## src/rtl/ifu_pkg.sv

```systemverilog
// Shared types and constants for the instruction-fetch unit.
package ifu_pkg;

  typedef enum logic [1:0] {
    IDLE  = 2'd0,
    REQ   = 2'd1,
    WAIT  = 2'd2,
    FLUSH = 2'd3
  } ifu_state_t;

  localparam int unsigned PC_STEP = 4;

endpackage

```

## src/rtl/ifu_out_reg.sv

```systemverilog
// One-entry fetch output register; priority clear > load > consume.
// if_misalign exists only when IFU_MISALIGN_TRAP_EN is defined.
module ifu_out_reg #(
  parameter int unsigned PC_W = 32
) (
  input  logic            clk,
  input  logic            rst,
  input  logic            load,
  input  logic            consume,
  input  logic            clear,
  input  logic [PC_W-1:0] load_pc,
  input  logic [PC_W-1:0] load_instr,
`ifdef IFU_MISALIGN_TRAP_EN
  input  logic            load_misalign,
  output logic            if_misalign,
`endif
  output logic            if_valid,
  output logic [PC_W-1:0] if_pc,
  output logic [PC_W-1:0] if_instr
);

  always_ff @(posedge clk or posedge rst) begin
    if (rst) begin
      if_valid <= 1'b0;
      if_pc    <= '0;
      if_instr <= '0;
    end else if (clear) begin
      if_valid <= 1'b0;
    end else if (load) begin
      if_valid <= 1'b1;
      if_pc    <= load_pc;
      if_instr <= load_instr;
    end else if (consume) begin
      if_valid <= 1'b0;
    end
  end

`ifdef IFU_MISALIGN_TRAP_EN
  always_ff @(posedge clk or posedge rst) begin
    if (rst) begin
      if_misalign <= 1'b0;
    end else if (clear) begin
      if_misalign <= 1'b0;
    end else if (load) begin
      if_misalign <= load_misalign;
    end else if (consume) begin
      if_misalign <= 1'b0;
    end
  end
`endif

endmodule

```

## src/rtl/ifu_fetch_ctrl.sv

```systemverilog
// Instruction-fetch controller: owns the fetch PC, one imem request at a time, drops stale responses.
// Optional misaligned-target trap reporting via IFU_MISALIGN_TRAP_EN.
module ifu_fetch_ctrl
  import ifu_pkg::*;
#(
  parameter int unsigned     PC_W     = 32,
  parameter logic [PC_W-1:0] RESET_PC = '0
) (
  input  logic            clk,
  input  logic            rst,
  input  logic            stall,
  input  logic            branch_take,
  input  logic [PC_W-1:0] branch_pc,
  input  logic            trap_take,
  input  logic [PC_W-1:0] trap_pc,
  output logic            imem_req,
  output logic [PC_W-1:0] imem_addr,
  input  logic            imem_gnt,
  input  logic            imem_rvalid,
  input  logic [PC_W-1:0] imem_rdata,
  output logic            if_valid,
  output logic [PC_W-1:0] if_pc,
  output logic [PC_W-1:0] if_instr
`ifdef IFU_MISALIGN_TRAP_EN
  ,
  output logic            if_misalign
`endif
);

  ifu_state_t      state_q, state_d;
  logic [PC_W-1:0] fetch_pc_q, fetch_pc_d;
  logic            req_hold_q, req_hold_d;

  logic            redirect;
  logic [PC_W-1:0] redir_sel;
  logic [PC_W-1:0] target;
  logic            bad_target;
  logic            accept;
  logic            resp_load;
  logic            consume;
  logic            out_load;
  logic            out_clear;
  logic [PC_W-1:0] out_pc;
  logic [PC_W-1:0] out_instr;

  assign redirect  = trap_take | branch_take;
  assign redir_sel = trap_take ? trap_pc : branch_pc;

`ifdef IFU_MISALIGN_TRAP_EN
  logic halt_q, halt_d;

  assign target     = redir_sel;
  assign bad_target = redirect & (|redir_sel[1:0]);
`else
  assign target     = redir_sel & ~{{(PC_W-2){1'b0}}, 2'b11};
  assign bad_target = 1'b0;
`endif

  // Once raised, the request is held until granted regardless of back-pressure.
  assign imem_req  = (state_q == REQ) & (req_hold_q | ~if_valid | ~stall);
  assign imem_addr = fetch_pc_q;
  assign accept    = imem_req & imem_gnt;
  assign resp_load = (state_q == WAIT) & imem_rvalid & ~redirect;
  assign consume   = if_valid & ~stall;

  assign out_clear = redirect & ~bad_target;
  assign out_load  = resp_load | bad_target;
  assign out_pc    = bad_target ? target : fetch_pc_q;
  assign out_instr = bad_target ? '0 : imem_rdata;

  always_comb begin
    state_d    = state_q;
    fetch_pc_d = fetch_pc_q;
    req_hold_d = 1'b0;
`ifdef IFU_MISALIGN_TRAP_EN
    halt_d     = halt_q;
`endif
    unique case (state_q)
      IDLE: begin
`ifdef IFU_MISALIGN_TRAP_EN
        if (!halt_q) state_d = REQ;
`else
        state_d = REQ;
`endif
      end
      REQ: begin
        if (accept) state_d = WAIT;
        else        req_hold_d = imem_req;
      end
      WAIT: begin
        if (imem_rvalid) begin
          state_d    = REQ;
          fetch_pc_d = fetch_pc_q + PC_W'(PC_STEP);
        end
      end
      FLUSH: begin
        if (imem_rvalid) state_d = REQ;
      end
    endcase

    if (redirect) begin
      fetch_pc_d = target;
      unique case (state_q)
        IDLE:  state_d = REQ;
        REQ:   state_d = accept ? FLUSH : REQ;
        WAIT:  state_d = imem_rvalid ? REQ : FLUSH;
        // A response arriving with the redirect is the one being flushed.
        FLUSH: state_d = imem_rvalid ? REQ : FLUSH;
      endcase
`ifdef IFU_MISALIGN_TRAP_EN
      if (bad_target) begin
        state_d    = IDLE;
        req_hold_d = 1'b0;
        halt_d     = 1'b1;
      end else begin
        halt_d     = 1'b0;
      end
`endif
    end
  end

  always_ff @(posedge clk or posedge rst) begin
    if (rst) begin
      state_q    <= IDLE;
      fetch_pc_q <= RESET_PC;
      req_hold_q <= 1'b0;
    end else begin
      state_q    <= state_d;
      fetch_pc_q <= fetch_pc_d;
      req_hold_q <= req_hold_d;
    end
  end

`ifdef IFU_MISALIGN_TRAP_EN
  always_ff @(posedge clk or posedge rst) begin
    if (rst) halt_q <= 1'b0;
    else     halt_q <= halt_d;
  end
`endif

  ifu_out_reg #(
    .PC_W (PC_W)
  ) u_out_reg (
    .clk           (clk),
    .rst           (rst),
    .load          (out_load),
    .consume       (consume),
    .clear         (out_clear),
    .load_pc       (out_pc),
    .load_instr    (out_instr),
`ifdef IFU_MISALIGN_TRAP_EN
    .load_misalign (bad_target),
    .if_misalign   (if_misalign),
`endif
    .if_valid      (if_valid),
    .if_pc         (if_pc),
    .if_instr      (if_instr)
  );

endmodule

```

## config.mk

```make
export PLATFORM = sky130hd
export DESIGN_NAME = ifu_fetch_ctrl
export DESIGN_NICKNAME = d
export VERILOG_FILES = /design/src/rtl/ifu_pkg.sv /design/src/rtl/ifu_out_reg.sv /design/src/rtl/ifu_fetch_ctrl.sv
export SDC_FILE = /design/constraint.sdc
export NUM_CORES = 1
export LEC_CHECK = 0
export ABC_AREA = 1
export BUFFER_PORTS_ARGS = -buffer_cell sky130_fd_sc_hd__buf_2
export CORE_ASPECT_RATIO = 0.8
export CORE_MARGIN = 2
export CORE_UTILIZATION = 44
export CTS_CLUSTER_DIAMETER = 100
export CTS_CLUSTER_SIZE = 40
export DETAILED_ROUTE_END_ITERATION = 7
export PLACE_DENSITY = 0.75
export SYNTH_ARGS = -nofsm -noshare
export SYNTH_HDL_FRONTEND = slang
export SYNTH_SLANG_ARGS = --single-unit
```

## constraint.sdc

```tcl
create_clock -name clk -period 2.7 [get_ports clk]
set_input_delay 0.27 -clock clk [delete_from_list [all_inputs] [get_ports clk]]
set_output_delay 0.27 -clock clk [all_outputs]
set_load 0.02 [all_outputs]
```

==> results of run 1 <==
==> registers in the layout (all words and copies together), names as in the netlist <==
signal,flops
imem_addr,30
req_hold_q,1
u_out_reg.if_instr,32
state_q,2
u_out_reg.if_pc,30
u_out_reg.if_valid,1
==> metrics by stage <==
| step | utilization [%] | instance area, um2 | power (mW) | std cells |
|---|---|---|---|---|
| after floorplan | - | 4984 | 2.598 | 686 |
| after global placement | 55.15 | 6030 | 3.053 | 998 |
| after detailed placement | 55.15 | 6030 | 3.074 | 998 |
| after CTS | 58.18 | 6361 | 4.459 | 1015 |
| after global routing | 58.18 | 6361 | 4.688 | 1015 |
| final | 58.18 | 6361 | 4.433 | 1015 |
==> kinds of logic after synthesis <==
family | Yosys count
AND/OR/NAND/NOR | 385
AO/OA/AOI/OAI | 112
flip-flops | 96
buffers and inverters | 88
adder cells (fa/ha/maj) | 1
other | 1
==> cell type report <==
cell class / count / area share, %
well taps: 144 / 2.832
flip-flops and latches: 96 / 37.77
repair buffers: 203 / 16.64
multi-input cells: 502 / 34.46
inverters: 54 / 3.245
clock buffers: 10 / 3.600
clock inverters: 6 / 1.456
==> power groups by stage <==
stage,clock network (mW),registers (mW),logic (mW)
finish,1.39,1.88,1.16
detailed placement,0,1.90,1.17
global placement,0,1.90,1.15
floorplan,0,2.17,0.423
CTS,1.40,1.88,1.18
global route,1.47,1.91,1.30
==> layer usage <==
metal | part of all wire [%] | GRT usage [%] | vias to the layer above
li1 | - | - | 2525
met1 | 45 | 33.63 | 2312
met2 | 45 | 38.80 | 207
met3 | 8.4 | 6.655 | 18
met4 | 1.2 | 6.897 | 0
met5 | 0 | 0 | -
==> cell usage after synthesis, drive strengths merged, types with 3 or more instances <==
master,count
nand2,229
o211ai,6
a31oi,3
buf,25
nor2,112
o22ai,3
clkbuf,9
o21ai,62
nand3,40
and2,3
inv,54
a21oi,34
dfrtp,96
==> worst paths after layout <==
check,start,to,cells after the start,slack (ps)
worst min-delay path,imem_gnt,req_hold_q,2,90
worst min register to register,u_out_reg.if_pc[9],u_out_reg.if_pc[9],2,470
worst max register to register,state_q[1],u_out_reg.if_instr[9],6,750
min in group asynchronous,rst,u_out_reg.if_instr[4],3,390
max in group asynchronous,rst,u_out_reg.if_pc[11],4,1740
worst max-delay path,state_q[1],u_out_reg.if_instr[9],6,750
==> cell usage in the layout, fill, tap and decap left out, types with 3 or more instances in the layout <==
| cell type | count |
|---|---|
| a21oi_1 | 34 |
| a31oi_1 | 3 |
| and2_1 | 3 |
| buf_2 | 192 |
| buf_4 | 9 |
| clkbuf_16 | 9 |
| conb_1 | 4 |
| dfrtp_1 | 96 |
| inv_1 | 51 |
| nand2_1 | 226 |
| nand2_2 | 3 |
| nand3_1 | 39 |
| nor2_1 | 99 |
| nor2_2 | 9 |
| nor2_4 | 4 |
| o211ai_1 | 6 |
| o21ai_0 | 56 |
| o21ai_1 | 6 |
| o22ai_1 | 3 |
==> worst max-delay path, stage by stage, from the launching register on <==
cell	delay (ps)
dfrtp_1	410
nand3_2	160
nor2_4	50
inv_2	600
buf_4	460
nand2_1	110
nand2_1	70
==> what timing repair did <==
action / CTS / global route
hold buffers: 1 / 0
resized for setup: 0 / 0
endpoints found under the hold margin: 6 / 0
==> flow_metrics.env, run 1 <==
export IMPL_critical_path_required_ps=2980
export IMPL_post_synthesis_async_set_or_reset_flop_share_pct=100.0
export IMPL_io_pins=201
export IMPL_switching_share_pct=34.51
export IMPL_start_kind="register"
export IMPL_chipWidth_um=122.8
export IMPL_synthesis_yosys_warnings=0
export IMPL_cts_root_buf="clkbuf_16"
export IMPL_combinational_family_with_the_most_area_after_synthesis="simple AND/OR/NAND/NOR gates"
export IMPL_numPortBuffers=192
export IMPL_maxSlewViolCount=0
export IMPL_preCtsSetupSlack_ps=678.0
export IMPL_multi_input_comb_area_mm2=0.002192
export IMPL_p_comb_share_pct=26.3
export IMPL_synth_adder_area_share_pct=0.2518
export IMPL_gpl_final_weighted_congestion=0.8444
export IMPL_area_delta_synth_final_pct=28.03
export IMPL_ys_seq_elements=96
export IMPL_routed_via_density=4.987
export IMPL_fraction_of_final_layout_cells_sized_beyond_drive_strength_1_pct=27.21
export IMPL_clock_tree_htree_level_count=3
export IMPL_path_clk_slew_ps=70
export IMPL_drt_first_pass_iters=5
export IMPL_relSlewSlack_pct=44.81
export IMPL_max_cap_violations=0
export IMPL_grt_first_pass_wirelength_um=23460
export IMPL_placementRows=34
export IMPL_numClockSinks=96
export IMPL_share_of_the_synthesized_area_in_compound_gates_ao_oa_aoi_oai_pct=11.99
export IMPL_filler_cell_count=1046
export IMPL_grt_start_max_net_pins=64
export IMPL_later_pin_clock_latency_in_the_skew_report_ps=340
export IMPL_power_leakage_nw=3.490
export IMPL_drtIter0Drc=288
export IMPL_core_area_mm2=0.01093
export IMPL_antenna_cells_inserted=0
export IMPL_switching_power_mw=1.530
export IMPL_synth_cells=683
export IMPL_synth_xor_xnor_area_share_pct=0
export IMPL_final_worst_path_period_need_ps=1946
export IMPL_design_final_nets=970
export IMPL_final_routed_wire_length_divided_by_cell_count_um=14.33
export IMPL_p_int_mw=2.903
export IMPL_synthesis_area_per_instance_um2=7.275
export IMPL_post_route_period_util_pct=72.09
export IMPL_critPathMaxFanout=53
export IMPL_post_synth_and_or_nand_nor_area_fraction_pct=31.58
export IMPL_timing_fmax_mhz=513.8
export IMPL_timing_final_setup_violations=0
export IMPL_initial_utilization_pct=45.45
export IMPL_synth_edff_count=0
export IMPL_cts_tree="yes"
export IMPL_post_synth_top_area_cell="dfrtp_1"
export IMPL_postRouteAntennaNets=0
export IMPL_first_global_vias=4730
export IMPL_skew_ps=7.841
export IMPL_design_die_area_mm2=0.01216
export IMPL_kind_of_capture_point_of_the_worst_setup_path="register"
export IMPL_status="finished, final reports clean"
export IMPL_min_delay_path_class="in2reg"
export IMPL_hpwl_um=10610
export IMPL_synth_area_leaders="dfrtp_1 (48%), nand2_1 (17%), nor2_1 (7.5%)"
export IMPL_maximum_count_of_clock_buffers_along_a_single_path=2
export IMPL_synth_yosys_seq_area_share_pct=48.35
export IMPL_post_synth_mux_area_share_pct=0
export IMPL_drc=0
export IMPL_drt_total_wl_um=14550
export IMPL_vias=5062
export IMPL_postSynth_topFlopCell="dfrtp_1"
export IMPL_tightest_slew_ps=826.6
export IMPL_setup_tns_ps=0
export IMPL_worst_hold_slack_ps=92.99
export IMPL_synth_area_mm2=0.004969
export IMPL_timing_setup_critical_path_class="reg2reg"
export IMPL_vdd_ir_drop_worst_mv=0.3098
export IMPL_grt_total_usage_pct=24.71
export IMPL_power_share_sequential_pct=42.4
export IMPL_pwr_density_cell_mw_per_mm2=696.8
export IMPL_finalHoldViolCount=0
export IMPL_post_cts_repair_setup_buffers=0
export IMPL_cts_made_buffers=9
export IMPL_synth_top_cell_area_share_pct=48.35
export IMPL_grt_overflow_total=0
export IMPL_area_sequential_mm2=0.002402
export IMPL_clock_power_share_pct=31.3
export IMPL_cp_arrival_ps=2230
export IMPL_ys_types=29
export IMPL_number_of_antenna_violations_at_the_first_check_in_global_routing=0
export IMPL_chipHeight_um=99.05
export IMPL_post_route_worst_setup_slack_ps=753.6
export IMPL_rsz0062_at_grt="false"
Power figures use the tool's default switching activity.
==> inputs of run 2 (changes only) <==
--- a/config.mk
+++ b/config.mk
@@ -5,15 +5,15 @@
 export SDC_FILE = /design/constraint.sdc
 export NUM_CORES = 1
 export LEC_CHECK = 0
-export ABC_AREA = 1
+export ABC_AREA = 0
 export BUFFER_PORTS_ARGS = -buffer_cell sky130_fd_sc_hd__buf_2
 export CORE_ASPECT_RATIO = 0.8
 export CORE_MARGIN = 2
-export CORE_UTILIZATION = 44
+export CORE_UTILIZATION = 43
 export CTS_CLUSTER_DIAMETER = 100
 export CTS_CLUSTER_SIZE = 40
 export DETAILED_ROUTE_END_ITERATION = 7
-export PLACE_DENSITY = 0.75
+export PLACE_DENSITY = 0.74
 export SYNTH_ARGS = -nofsm -noshare
 export SYNTH_HDL_FRONTEND = slang
 export SYNTH_SLANG_ARGS = --single-unit
==> constraint.sdc (replaced) <==
create_clock -name clk -period 1.7 [get_ports clk]
set_input_delay 0.17 -clock clk [delete_from_list [all_inputs] [get_ports clk]]
set_output_delay 0.17 -clock clk [all_outputs]
set_load 0.02 [all_outputs]
==> run 2 against run 1 <==
  * The run now ends with negative setup slack left
  * Clock power is 47% higher
  * Synthesized cell count is 40% lower
  * Non-clock buffer count is 76 higher
  * Hold slack worse by 77 ps
  * Design area is 16% higher
  * Global-route usage is 0.44 points lower
  * Core utilization is 13 points higher
  * Routed wire length is 7.7% higher
  * Final cell count is 19% lower
  * Largest power group unchanged
  * Highest routed layer unchanged
==> flow_metrics.env, run 2 <==
export IMPL_status="finished with violations"
export IMPL_violations_in_the_final_reports="negative setup slack"
export IMPL_gpl_final_weighted_congestion=0.9253
export IMPL_grt_most_used_layer="met2"
export IMPL_timing_final_setup_violations=60
export IMPL_drtIter0Drc=313
export IMPL_first_global_vias=4372
export IMPL_postRouteAntennaNets=0
export IMPL_pwr_density_cell_mw_per_mm2=876.2
export IMPL_drc=0
export IMPL_vias=4445
export IMPL_crit_path_top_delay_cell="or4_4"
export IMPL_timing_fmax_mhz=486.3
export IMPL_synth_yosys_seq_area_share_pct=51.61
export IMPL_core_area_mm2=0.01041
export IMPL_fraction_of_final_layout_cells_sized_beyond_drive_strength_1_pct=59.85
export IMPL_met1_usage_pct=32.70
export IMPL_final_worst_path_period_need_ps=2056
export IMPL_cp_arrival_ps=2320
export IMPL_critical_path_max_stage_delay_ps=580
export IMPL_routed_via_density=5.388
export IMPL_layout_cells_most_common_list="buf_2 (192), dfrtp_1 (84), buf_4 (64)"
export IMPL_final_routed_wire_length_divided_by_cell_count_um=18.99
export IMPL_relSlewSlack_pct=42.22
export IMPL_global_route_usage_met2_pct=39.77
export IMPL_registers_top_by_ff_count="u_out_reg.if_instr"
export IMPL_synth_area_leaders="dfrtp_1 (52%), mux2_1 (14%), xnor2_1 (3.8%)"
export IMPL_reg2reg_from="imem_addr[11]"
export IMPL_synth_top_cell_area_share_pct=51.61
export IMPL_post_route_period_util_pct=121.0
export IMPL_max_cap_violations=0
export IMPL_post_synth_top_area_cell="dfrtp_1"
export IMPL_worst_hold_path_cells=2
export IMPL_grt_first_pass_wirelength_um=22330
export IMPL_critical_path_top_delay_family="simple AND/OR/NAND/NOR gates"
export IMPL_ys_seq_elements=96
export IMPL_finish_utilization_pct=70.76
export IMPL_grt_total_usage_pct=24.26
export IMPL_postSynth_topFlopCell="dfrtp_1"
export IMPL_drt_total_wl_um=15670
export IMPL_io_pins=201
export IMPL_hpwl_um=10260
export IMPL_critical_path_required_ps=1960
export IMPL_cts_tree="yes"
export IMPL_crit_buf_inv=1
export IMPL_number_of_antenna_violations_at_the_first_check_in_global_routing=0
export IMPL_design_final_nets=784
export IMPL_finalHoldViolCount=0
export IMPL_hp_start="imem_gnt"
export IMPL_initial_utilization_pct=44.73
export IMPL_synth_cells=411
export IMPL_kind_of_capture_point_of_the_worst_setup_path="register"
export IMPL_reg2reg_setup_slack_ps=-360
export IMPL_synth_area_mm2=0.004654
export IMPL_crit_reg2reg_capture="imem_addr[18]"
export IMPL_postLayoutCellArea_mm2=0.007362
export IMPL_clock_tree_htree_level_count=3
export IMPL_path_clk_slew_ps=60
export IMPL_cts_root_buf="clkbuf_16"
export IMPL_grt_start_max_net_pins=37
export IMPL_placementRows=33
export IMPL_cts_made_buffers=9
export IMPL_later_pin_clock_latency_in_the_skew_report_ps=340
export IMPL_synth_edff_count=0
export IMPL_post_synth_top_count_cell="dfrtp_1"
export IMPL_maxSlewViolCount=0
export IMPL_cp_depth=6
export IMPL_numPortBuffers=192
export IMPL_post_route_worst_setup_slack_ps=-356.3
export IMPL_antenna_cells_inserted=0
export IMPL_min_delay_path_class="in2reg"
export IMPL_global_route_usage_met3_pct=5.106
export IMPL_ys_types=48
export IMPL_post_synthesis_async_set_or_reset_flop_share_pct=100.0
export IMPL_chipWidth_um=120.3
export IMPL_vdd_ir_drop_worst_mv=0.6333
export IMPL_timing_reg2reg_worst_path_depth=6
export IMPL_cp_cell_sequence="nand4_1 > buf_4 > or4_4 > nor4_2 > o31ai_2 > o21ai_1"
export IMPL_design_die_area_mm2=0.01168
export IMPL_skew_ps=5.334
export IMPL_synthesis_area_per_instance_um2=11.32
export IMPL_critPathMaxFanout=5
export IMPL_power_leakage_nw=3.906
export IMPL_grt_overflow_total=0
export IMPL_most_common_cell_after_layout_fill_and_taps_aside="buf_2"
export IMPL_area_delta_synth_final_pct=58.17
export IMPL_numClockSinks=96
export IMPL_synth_top_cells_by_count="dfrtp_1 (96), mux2_1 (57), nand2_1 (43)"
export IMPL_max_ffs_per_register=32
export IMPL_drt_first_pass_iters=5
export IMPL_report_power_total_mw=6.451
export IMPL_rsz0062_at_grt="true"
export IMPL_placedInstanceArea_mm2=0.006287
export IMPL_chipHeight_um=97.06
export IMPL_maximum_count_of_clock_buffers_along_a_single_path=2
export IMPL_tightest_slew_ps=865.7
export IMPL_timing_setup_critical_path_class="reg2reg"
export IMPL_synthesis_yosys_warnings=0
export IMPL_start_kind="register"
export IMPL_timing_hold_worst_endpoint="req_hold_q"
==> run 2: layer usage <==
metal / vias to the layer above / routed length (um)
met5: - / 0
met4: 0 / 234
met3: 18 / 958
met2: 200 / 7686
met1: 2224 / 6787
li1: 2003 / -
==> run 2: per-stage QoR <==
stage	std cells	hold slack (ps)	setup WS [ps]	TNS, ps
finish	825	16.34	-356.3	-5521
global route	825	41.88	-416.6	-7624
CTS	807	7.642	-295.2	-2844
detailed placement	783	302.2	-326.2	-4657
global placement	783	299.9	-251.3	-2803
floorplan	414	235.6	-324.4	-3535
==> run 2: cell families (layout without fill, tap and decap cells) <==
kind of cell,after synthesis,after routing,share of synthesized area [%]
other cells,1,4,0.08057
buf+inv,35,304,3.548
simple gates,122,124,15.62
compound gates,69,69,9.194
mux,64,64,15.35
xor+xnor,23,23,4.328
flops,96,96,51.61
fa+ha+maj,1,1,0.2688
==> run 2: worst register-to-register path: cells and delay by family (launching register included) <==
family                 cells  cell delay (ps)
AND/OR/NAND/NOR            3             1140
flip-flops                 1              370
AO/OA/AOI/OAI              2              240
buffers and inverters      1              230
==> run 2: area by class of cell <==
cell class,instances,area (um2)
Multi-Input combinational cell,285,2594
Inverter,9,37.54
Clock buffer,13,260.3
Clock inverter,3,40.04
Fill cell,774,3043
Tap cell,140,175.2
Sequential cell,96,2417
Timing Repair Buffer,279,1838
==> run 2: worst max-delay path by stage <==
stage                          to     startpoint  slack, ps
floorplan           imem_addr[20]   imem_addr[3]       -320
global placement    imem_addr[18]   imem_addr[3]       -250
detailed placement  imem_addr[18]   imem_addr[3]       -330
CTS                 imem_addr[18]   imem_addr[3]       -300
global route        imem_addr[22]   imem_addr[3]       -420
finish              imem_addr[18]  imem_addr[11]       -360
==> run 2: what timing repair did <==
action / in CTS / in global routing
hold buffers: 1 / 0
endpoints found under the hold margin: 23 / 0
buffers inserted: 6 / 11
resized for setup: 23 / 82
cloned: 1 / 9
setup endpoints to repair: 77 / 81
pin swaps: 24 / 22
==> run 2: power breakdown <==
group | internal, mW | switching [mW] | total, mW
clock network | 1.22 | 0.826 | 2.04
logic | 0.761 | 0.926 | 1.69
registers | 2.55 | 0.176 | 2.72
